[src/rtl/modred_wordserial.sv]
// Word-serial Montgomery reducer: R = C_in * 2^(-DATA_SIZE) mod q.
// Processes one 16-bit digit of the accumulator per iteration, L = DATA_SIZE/16
// iterations. Valid/ready handshake on input and output, no overlap between
// operations.
// Optional build macro MODRED_MREG_EN: registers the per-digit quotient m so
// each digit takes two cycles (compute m, then update T), which breaks the
// q_inv multiply -> m*q multiply path.
//
// state | meaning
// IDLE  | waiting for a product, in_ready high
// ITER  | one digit reduction per iteration (two cycles each with MODRED_MREG_EN)
// FINAL | conditional final subtraction, R is loaded
// DONE  | R presented with out_valid until out_ready

module modred_wordserial #(
    parameter int DATA_SIZE = 32,
    localparam int L = DATA_SIZE / 16
) (
    input  logic                     clk,
    input  logic                     reset,
    input  logic                     in_valid,
    output logic                     in_ready,
    input  logic [2*DATA_SIZE-1:0]   C_in,
    input  logic [DATA_SIZE-1:0]     q,
    input  logic [15:0]              q_inv,
    output logic                     out_valid,
    input  logic                     out_ready,
    output logic [DATA_SIZE-1:0]     R,
    output logic                     busy
);

    // Accumulator keeps one extra bit so the carry of T + m*q is never lost.
    localparam int TW = 2 * DATA_SIZE + 1;
    localparam int SW = TW + 1;
    localparam int MW = DATA_SIZE + 16;
    localparam int CW = (L > 1) ? $clog2(L) : 1;

    typedef enum logic [1:0] {
        IDLE  = 2'd0,
        ITER  = 2'd1,
        FINAL = 2'd2,
        DONE  = 2'd3
    } state_t;

    state_t                 state;
    state_t                 state_next;
    logic [TW-1:0]          t_acc;
    logic [CW-1:0]          cnt;
    logic [DATA_SIZE-1:0]   r_reg;

    logic [15:0]            m_now;
    logic [15:0]            m_use;
    logic                   digit_step;
    logic [MW-1:0]          mq;
    logic [SW-1:0]          sum;
    logic [TW-1:0]          t_shift;
    logic                   last_digit;
    logic [TW-1:0]          q_ext;
    logic                   t_ge_q;
    logic [DATA_SIZE-1:0]   t_minus_q;
    logic [DATA_SIZE-1:0]   r_final;

`ifdef MODRED_MREG_EN
    logic [15:0]            m_reg;
    logic                   phase;
`endif

    // Digit quotient and the exact shift-by-16 accumulator update.
    always_comb begin
        m_now = 16'(t_acc[15:0] * q_inv);
`ifdef MODRED_MREG_EN
        m_use      = m_reg;
        digit_step = phase;
`else
        m_use      = m_now;
        digit_step = 1'b1;
`endif
        mq         = {{DATA_SIZE{1'b0}}, m_use} * {16'b0, q};
        sum        = {1'b0, t_acc} + {{(SW - MW){1'b0}}, mq};
        // Low 16 bits of sum are zero by construction of m.
        t_shift    = TW'(sum >> 16);
        last_digit = (cnt == CW'(L - 1)) && digit_step;
    end

    // Final conditional subtraction; the precondition bounds T below 2q.
    always_comb begin
        q_ext     = {{(DATA_SIZE + 1){1'b0}}, q};
        t_ge_q    = (t_acc >= q_ext);
        t_minus_q = DATA_SIZE'(t_acc - q_ext);
        r_final   = t_ge_q ? t_minus_q : t_acc[DATA_SIZE-1:0];
    end

    // State register.
    always_ff @(posedge clk or posedge reset) begin
        if (reset) begin
            state <= IDLE;
        end else begin
            state <= state_next;
        end
    end

    // Next-state decode and handshake outputs.
    always_comb begin
        state_next = state;
        in_ready   = 1'b0;
        out_valid  = 1'b0;
        busy       = 1'b1;
        case (state)
            IDLE: begin
                in_ready = 1'b1;
                busy     = 1'b0;
                if (in_valid) begin
                    state_next = ITER;
                end
            end
            ITER: begin
                if (last_digit) begin
                    state_next = FINAL;
                end
            end
            FINAL: begin
                state_next = DONE;
            end
            DONE: begin
                out_valid = 1'b1;
                if (out_ready) begin
                    state_next = IDLE;
                end
            end
            default: begin
                state_next = IDLE;
            end
        endcase
    end

    // Accumulator, digit counter and result register.
    always_ff @(posedge clk or posedge reset) begin
        if (reset) begin
            t_acc <= '0;
            cnt   <= '0;
            r_reg <= '0;
`ifdef MODRED_MREG_EN
            m_reg <= '0;
            phase <= 1'b0;
`endif
        end else begin
            case (state)
                IDLE: begin
                    if (in_valid) begin
                        t_acc <= {1'b0, C_in};
                        cnt   <= '0;
`ifdef MODRED_MREG_EN
                        phase <= 1'b0;
`endif
                    end
                end
                ITER: begin
`ifdef MODRED_MREG_EN
                    if (!phase) begin
                        m_reg <= m_now;
                        phase <= 1'b1;
                    end else begin
                        t_acc <= t_shift;
                        cnt   <= cnt + CW'(1);
                        phase <= 1'b0;
                    end
`else
                    t_acc <= t_shift;
                    cnt   <= cnt + CW'(1);
`endif
                end
                FINAL: begin
                    r_reg <= r_final;
                end
                default: begin
                end
            endcase
        end
    end

    assign R = r_reg;

endmodule

[config.mk]
export PLATFORM = sky130hd
export DESIGN_NAME = modred_wordserial
export DESIGN_NICKNAME = d
export VERILOG_FILES = /design/src/rtl/modred_wordserial.sv
export SDC_FILE = /design/constraint.sdc
export NUM_CORES = 2
export LEC_CHECK = 0
export ABC_AREA = 0
export CAP_MARGIN = 20
export CORE_UTILIZATION = 29
export CTS_BUF_LIST = sky130_fd_sc_hd__clkbuf_4 sky130_fd_sc_hd__clkbuf_8 sky130_fd_sc_hd__clkbuf_16
export DETAILED_ROUTE_END_ITERATION = 10
export PLACE_DENSITY_LB_ADDON = 0.12
export SETUP_SLACK_MARGIN = 0.05
export SLEW_MARGIN = 20
export SYNTH_ARGS = -nofsm -noshare
export SYNTH_HDL_FRONTEND = slang
export SYNTH_SLANG_ARGS = --single-unit
export TNS_END_PERCENT = 50
[constraint.sdc]
create_clock -name clk -period 14.1 [get_ports clk]
set_input_delay 4.23 -clock clk [delete_from_list [all_inputs] [get_ports clk]]
set_output_delay 4.23 -clock clk [all_outputs]
set_load 0.02 [all_outputs]
## Word level (Yosys, flattened, before mapping)

Index checks and enable logic that the tools add are counted.

- Register bits after elaboration: 100

- Add/subtract/negate cells: 3
- Multiply operators: 2
- Order comparisons: 1
- Eq/ne operators: 6
- Muxes and demuxes: 12
- Reduce and logical (&&, ||, !) cells: 4

Operators with widths:

| kind | number |
|---|---|
| $pmux 65 s2 | 1 |
| $add 65x48->66 | 1 |
| $ge 65x32->1 | 1 |
| $mux 65 | 1 |
| $mul 16x32->48 | 1 |
| $mux 32 | 1 |
| $sub 32x32->32 | 1 |
| $mul 16x16->16 | 1 |
| $pmux 2 s4 | 1 |
| $mux 2 | 3 |
| $ne 2x2->1 const B | 3 |
| $eq 2x2->1 const B | 2 |
| $mux 1 | 4 |
| $reduce_and 3->1 | 1 |
| $eq 2x1->1 const B | 1 |
| $logic_not 2->1 | 1 |
| $pmux 1 s2 | 1 |
| $reduce_and 2->1 | 1 |
| $reduce_bool 2->1 | 1 |
| $add 1x1->1 const B | 1 |

## Logic depth before layout (Yosys ltp)

- Depth after elaboration: 4
- Mapped depth: 45

## Least setup slack after synthesis

Ideal clock, no wire load.

- Path kind: input to register
- From: in q_inv[1]
- To: reg t_acc[34]
- Setup time: 0.124 ns
- Arrival: 14.380 ns
- Slack: -0.404 ns
- Cell stages on the path: 40
- Path buffers: 3
- Cells stage by stage: clkbuf_1 > nand2_1 > fa_1 > fa_1 > fa_1 > fa_1 > inv_1 > fa_1 > inv_1 > fa_1 > inv_1 > ha_1 > o21ai_0 > a21oi_1 > o41ai_1 > xnor2_1 > clkbuf_1 > and2_1 > [4 not listed] > fa_1 > fa_1 > inv_1 > fa_1 > fa_1 > inv_1 > ha_1 > buf_2 > a21oi_1 > o21bai_1 > a211oi_1 > nor2_1 > o21a_1 > a21oi_1 > o211ai_1 > a31oi_1 > mux2i_1 > a211o_1

- Longest elaborated chain between the ends: 4

Ends and longest elaborated chain:

| what | RTL line | text |
|---|---|---|
| from (decl) | 25 | `input logic [15:0] q_inv,` |
| $mul 16x16->16 | 70 | `m_now = 16'(t_acc[15:0] * q_inv);` |
| $mul 16x32->48 | 78 | `mq = {{DATA_SIZE{1'b0}}, m_use} * {16'b0, q};` |
| $add 65x48->66 | 79 | `sum = {1'b0, t_acc} + {{(SW - MW){1'b0}}, mq};` |
| $pmux 65 s2 | 147 | `case (state)` |
| to (signal assigned) | 150 | `t_acc <= {1'b0, C_in};` |
| to (signal assigned) | 168 | `t_acc <= t_shift;` |
| to (decl) | 47 | `logic [TW-1:0] t_acc;` |

Every way passes these cells.
A chain may end at the register's enable or synchronous reset.

## Worst setup path in the final report

- From: in q_inv[5]
- To: reg t_acc[35]

Same word-level chain as after synthesis.

==> results.md <==
- Failing checks: negative setup slack
- Post-synth top area share: 0.389
- Most common cell on crit path: fa_1
- CTS H-tree depth: 3
- Initial DRC count: 915
- Final-report hold violation count: 0
- CP peak stage delay: 0.56 ns
- Sequential standard cell area: 0.00248 mm2
- Reg clk slew, reported paths: 0.08 ns
- Final period util: 1.02
- Final worst slack: -0.342 ns
- Boundary pin count: 151
- Multi-input logic area: 0.0234 mm2
- Critical register-to-register path endpoint: t_acc[35]
- Worst-Skew Late Latency: 0.37 ns
- RSZ-0062 raised after global routing: true
- R2r startpoint: t_acc[4]
- Cells after DPL: 4843
- Hold buffer count at CTS: 0
- First-pass GRT wire length: 151 mm
- Vias/cell: 4.61
- GRT Util Overall: 0.203
- Number of synthesized flops with an enable pin: 0
- Synth Flop Type: dfrtp_1
- Setup Skew: 0.0120 ns
- Cts bufs inserted: 9
- Layout cell share with drive strength beyond 1: 0.167
- Fin nets: 4518
- Max Clock Freq: 0.0692 GHz
- CP startpoint kind: input port
- Fill count: 10.0k
- Die width: 313 um
- Fin. max-slew vios: 0
- # DRC: 0
- Largest net degree at the start of global routing: 82
- Final core utilization: 0.369
- Layout Cells excl Fill: 4919
- Number of synthesized register bits: 99
- Synthesized Nets: 4208
- Slew @ Worst Pin: 1.19 ns
- Average size of a mapped cell: 8.41 um2
- Initial antenna violation count: 2
- Placement Rows: 113
- Fin Hold WS: 0.513 ns
- Critical Path Start: q_inv[5]
- Reg2reg path depth: 44
- CTS tree: yes
- Starting density of the core: 0.294
- Worst setup path endpoint: t_acc[35]
- Synth Instances: 3338
- Vias in the first global route: 25.1k
- CTS root buf: clkbuf_16
- Drt pass-1 iters: 5
- Area leader, netlist: fa_1
- Clock Tree Buf Depth: 2
- Mapped cell area: 0.0281 mm2
- WS Path Type: input port to flip-flop
- Antenna viol nets, final: 0
- Area of the die: 0.0980 mm2
- Distinct cells, synth: 76
- Die height: 313 um
- CTS Sinks: 99
- Slowest stage cell on the critical path: fa_1
- Status: finished with violations
- Worst relative slew slack: 0.206
- Post-Route WL: 96.8 mm
- CP Max Fanout: 7
- WL/cell: 19.7 um
- Synth warnings: 0
- CORE AREA: 0.0954 mm2
- WP data required: 14.33 ns
- Gr ovfl total: 0
- Gpl congestion: 0.874
- Sequential share of the synthesized area: 0.0883
- Synthesis-to-finish area growth: 25.6%
- Top cells by area, synth: fa_1 39%, inv_1 11%, ha_1 9.3%
- Flop2flop setup slack: 2.80 ns
- Ys async rst share: 1.00
- WP data arrival: 14.67 ns
- DP HPWL: 77.1 mm
- Port-buffer cells: 150
- HP Class: flip-flop to flip-flop
- Final setup violation count: 29
- Max-cap violations: 0
- Final Critical Period: 14.44 ns
- Worst setup EP type: flip-flop
- Via count: 22.7k
-- worst max-delay path: cells and delay by family --
family / cells / cell delay [ns]
fa+ha+maj: 14 / 6.46
compound gates: 10 / 1.57
buf+inv: 14 / 1.42
simple gates: 3 / 0.54
xor+xnor: 2 / 0.28
mux: 1 / 0.14
-- state kept, by name, indices dropped and copies added (netlist names) --
name,flops
R,32
cnt,1
state,2
t_acc,64
-- worst min-delay path by stage --
stage	start	endpoint	cells past startpoint
global route	R[23]	R[23]	1
CTS	t_acc[2]	t_acc[2]	2
finish	t_acc[2]	t_acc[2]	2
floorplan	t_acc[50]	t_acc[50]	2
detailed placement	t_acc[2]	t_acc[2]	2
global placement	t_acc[2]	t_acc[2]	2
-- stage by stage --
stage               setup TNS (ns)  cell area [um2]  setup slack, ns
floorplan                        0            28400           0.0506
global placement            -50.98            33000            -1.34
detailed placement          -51.34            33000            -1.37
CTS                         -10.15            34600           -0.452
global route                -20.25            35200           -0.722
finish                       -5.10            35200           -0.342
-- Yosys cell counts (all sizes together), types with 4 or more instances --
cell type and n:
inv 832, fa 545, nand2 525, ha 209, and2 205, clkbuf 139
a21oi 124, dfrtp 99, nor2 92, o21ai 76, xnor2 75, nand2b 34
xor2 32, a21o 31, mux2i 29, nand3b 28, nor3 22, nand3 21
and3 18, nand4 17, o21a 16, a31oi 13, nor3b 13, a211oi 12
nor2b 11, nor4 10, o21bai 10, buf 8, o221ai 8, o211ai 7
a21boi 6, a311oi 6, a31o 6, a211o 4, a221oi 4, a22oi 4
and4 4, o31a 4, or2 4
-- cell families after synthesis --
kind of cell,Yosys count,share of synthesized area
compound gates,356,0.0822
mux,32,0.0115
flops,99,0.0883
buf+inv,979,0.131
xor+xnor,107,0.0334
simple gates,1011,0.171
fa+ha+maj,754,0.482
-- per-layer routing --
metal | track usage | vias up | wire (um)
met5 | 0 | - | 0
met4 | 0.0439 | 0 | 2150
met3 | 0.0175 | 86 | 2310
met2 | 0.377 | 324 | 50700
met1 | 0.254 | 11600 | 41600
li1 | - | 10600 | -
-- layout make-up --
| class | instances | area share |
|---|---|---|
| inverters | 832 | 0.0888 |
| multi-input cells | 2260 | 0.664 |
| well taps | 1265 | 0.0449 |
| diodes | 1 | 0.0000710 |
| repair buffers | 446 | 0.123 |
| clock buffers | 10 | 0.00678 |
| flip-flops and latches | 99 | 0.0703 |
| clock inverters | 6 | 0.00195 |
-- layout by cell type, fill, tap and decap left out, drive strengths merged, types with 8 or more instances in the layout --
cell type / netlist / routed
clkdlybuf4s50: 0 / 138
nor3: 22 / 22
clkbuf: 139 / 11
xor2: 32 / 32
dfrtp: 99 / 99
nor3b: 13 / 13
nor2b: 11 / 11
a21o: 31 / 31
nor2: 92 / 92
and3: 18 / 18
nor4: 10 / 10
fa: 545 / 545
nand2: 525 / 525
inv: 832 / 834
ha: 209 / 209
nand3b: 28 / 28
o21ai: 76 / 76
nand3: 21 / 21
o21a: 16 / 16
a31oi: 13 / 13
and2: 205 / 205
buf: 8 / 300
nand2b: 34 / 34
a21oi: 124 / 124
mux2i: 29 / 29
o221ai: 8 / 8
a211oi: 12 / 12
xnor2: 75 / 75
o21bai: 10 / 10
nand4: 17 / 17
-- repair_timing --
item                       4_1_cts  5_1_grt
buffers inserted                33       24
setup endpoints to repair       49       49
resized for setup              226      141
pin swaps                      151      177
cloned                           7        1
Power is not shown: default switching activity piles up to over one toggle a cycle in this logic, so the estimate is an artifact.
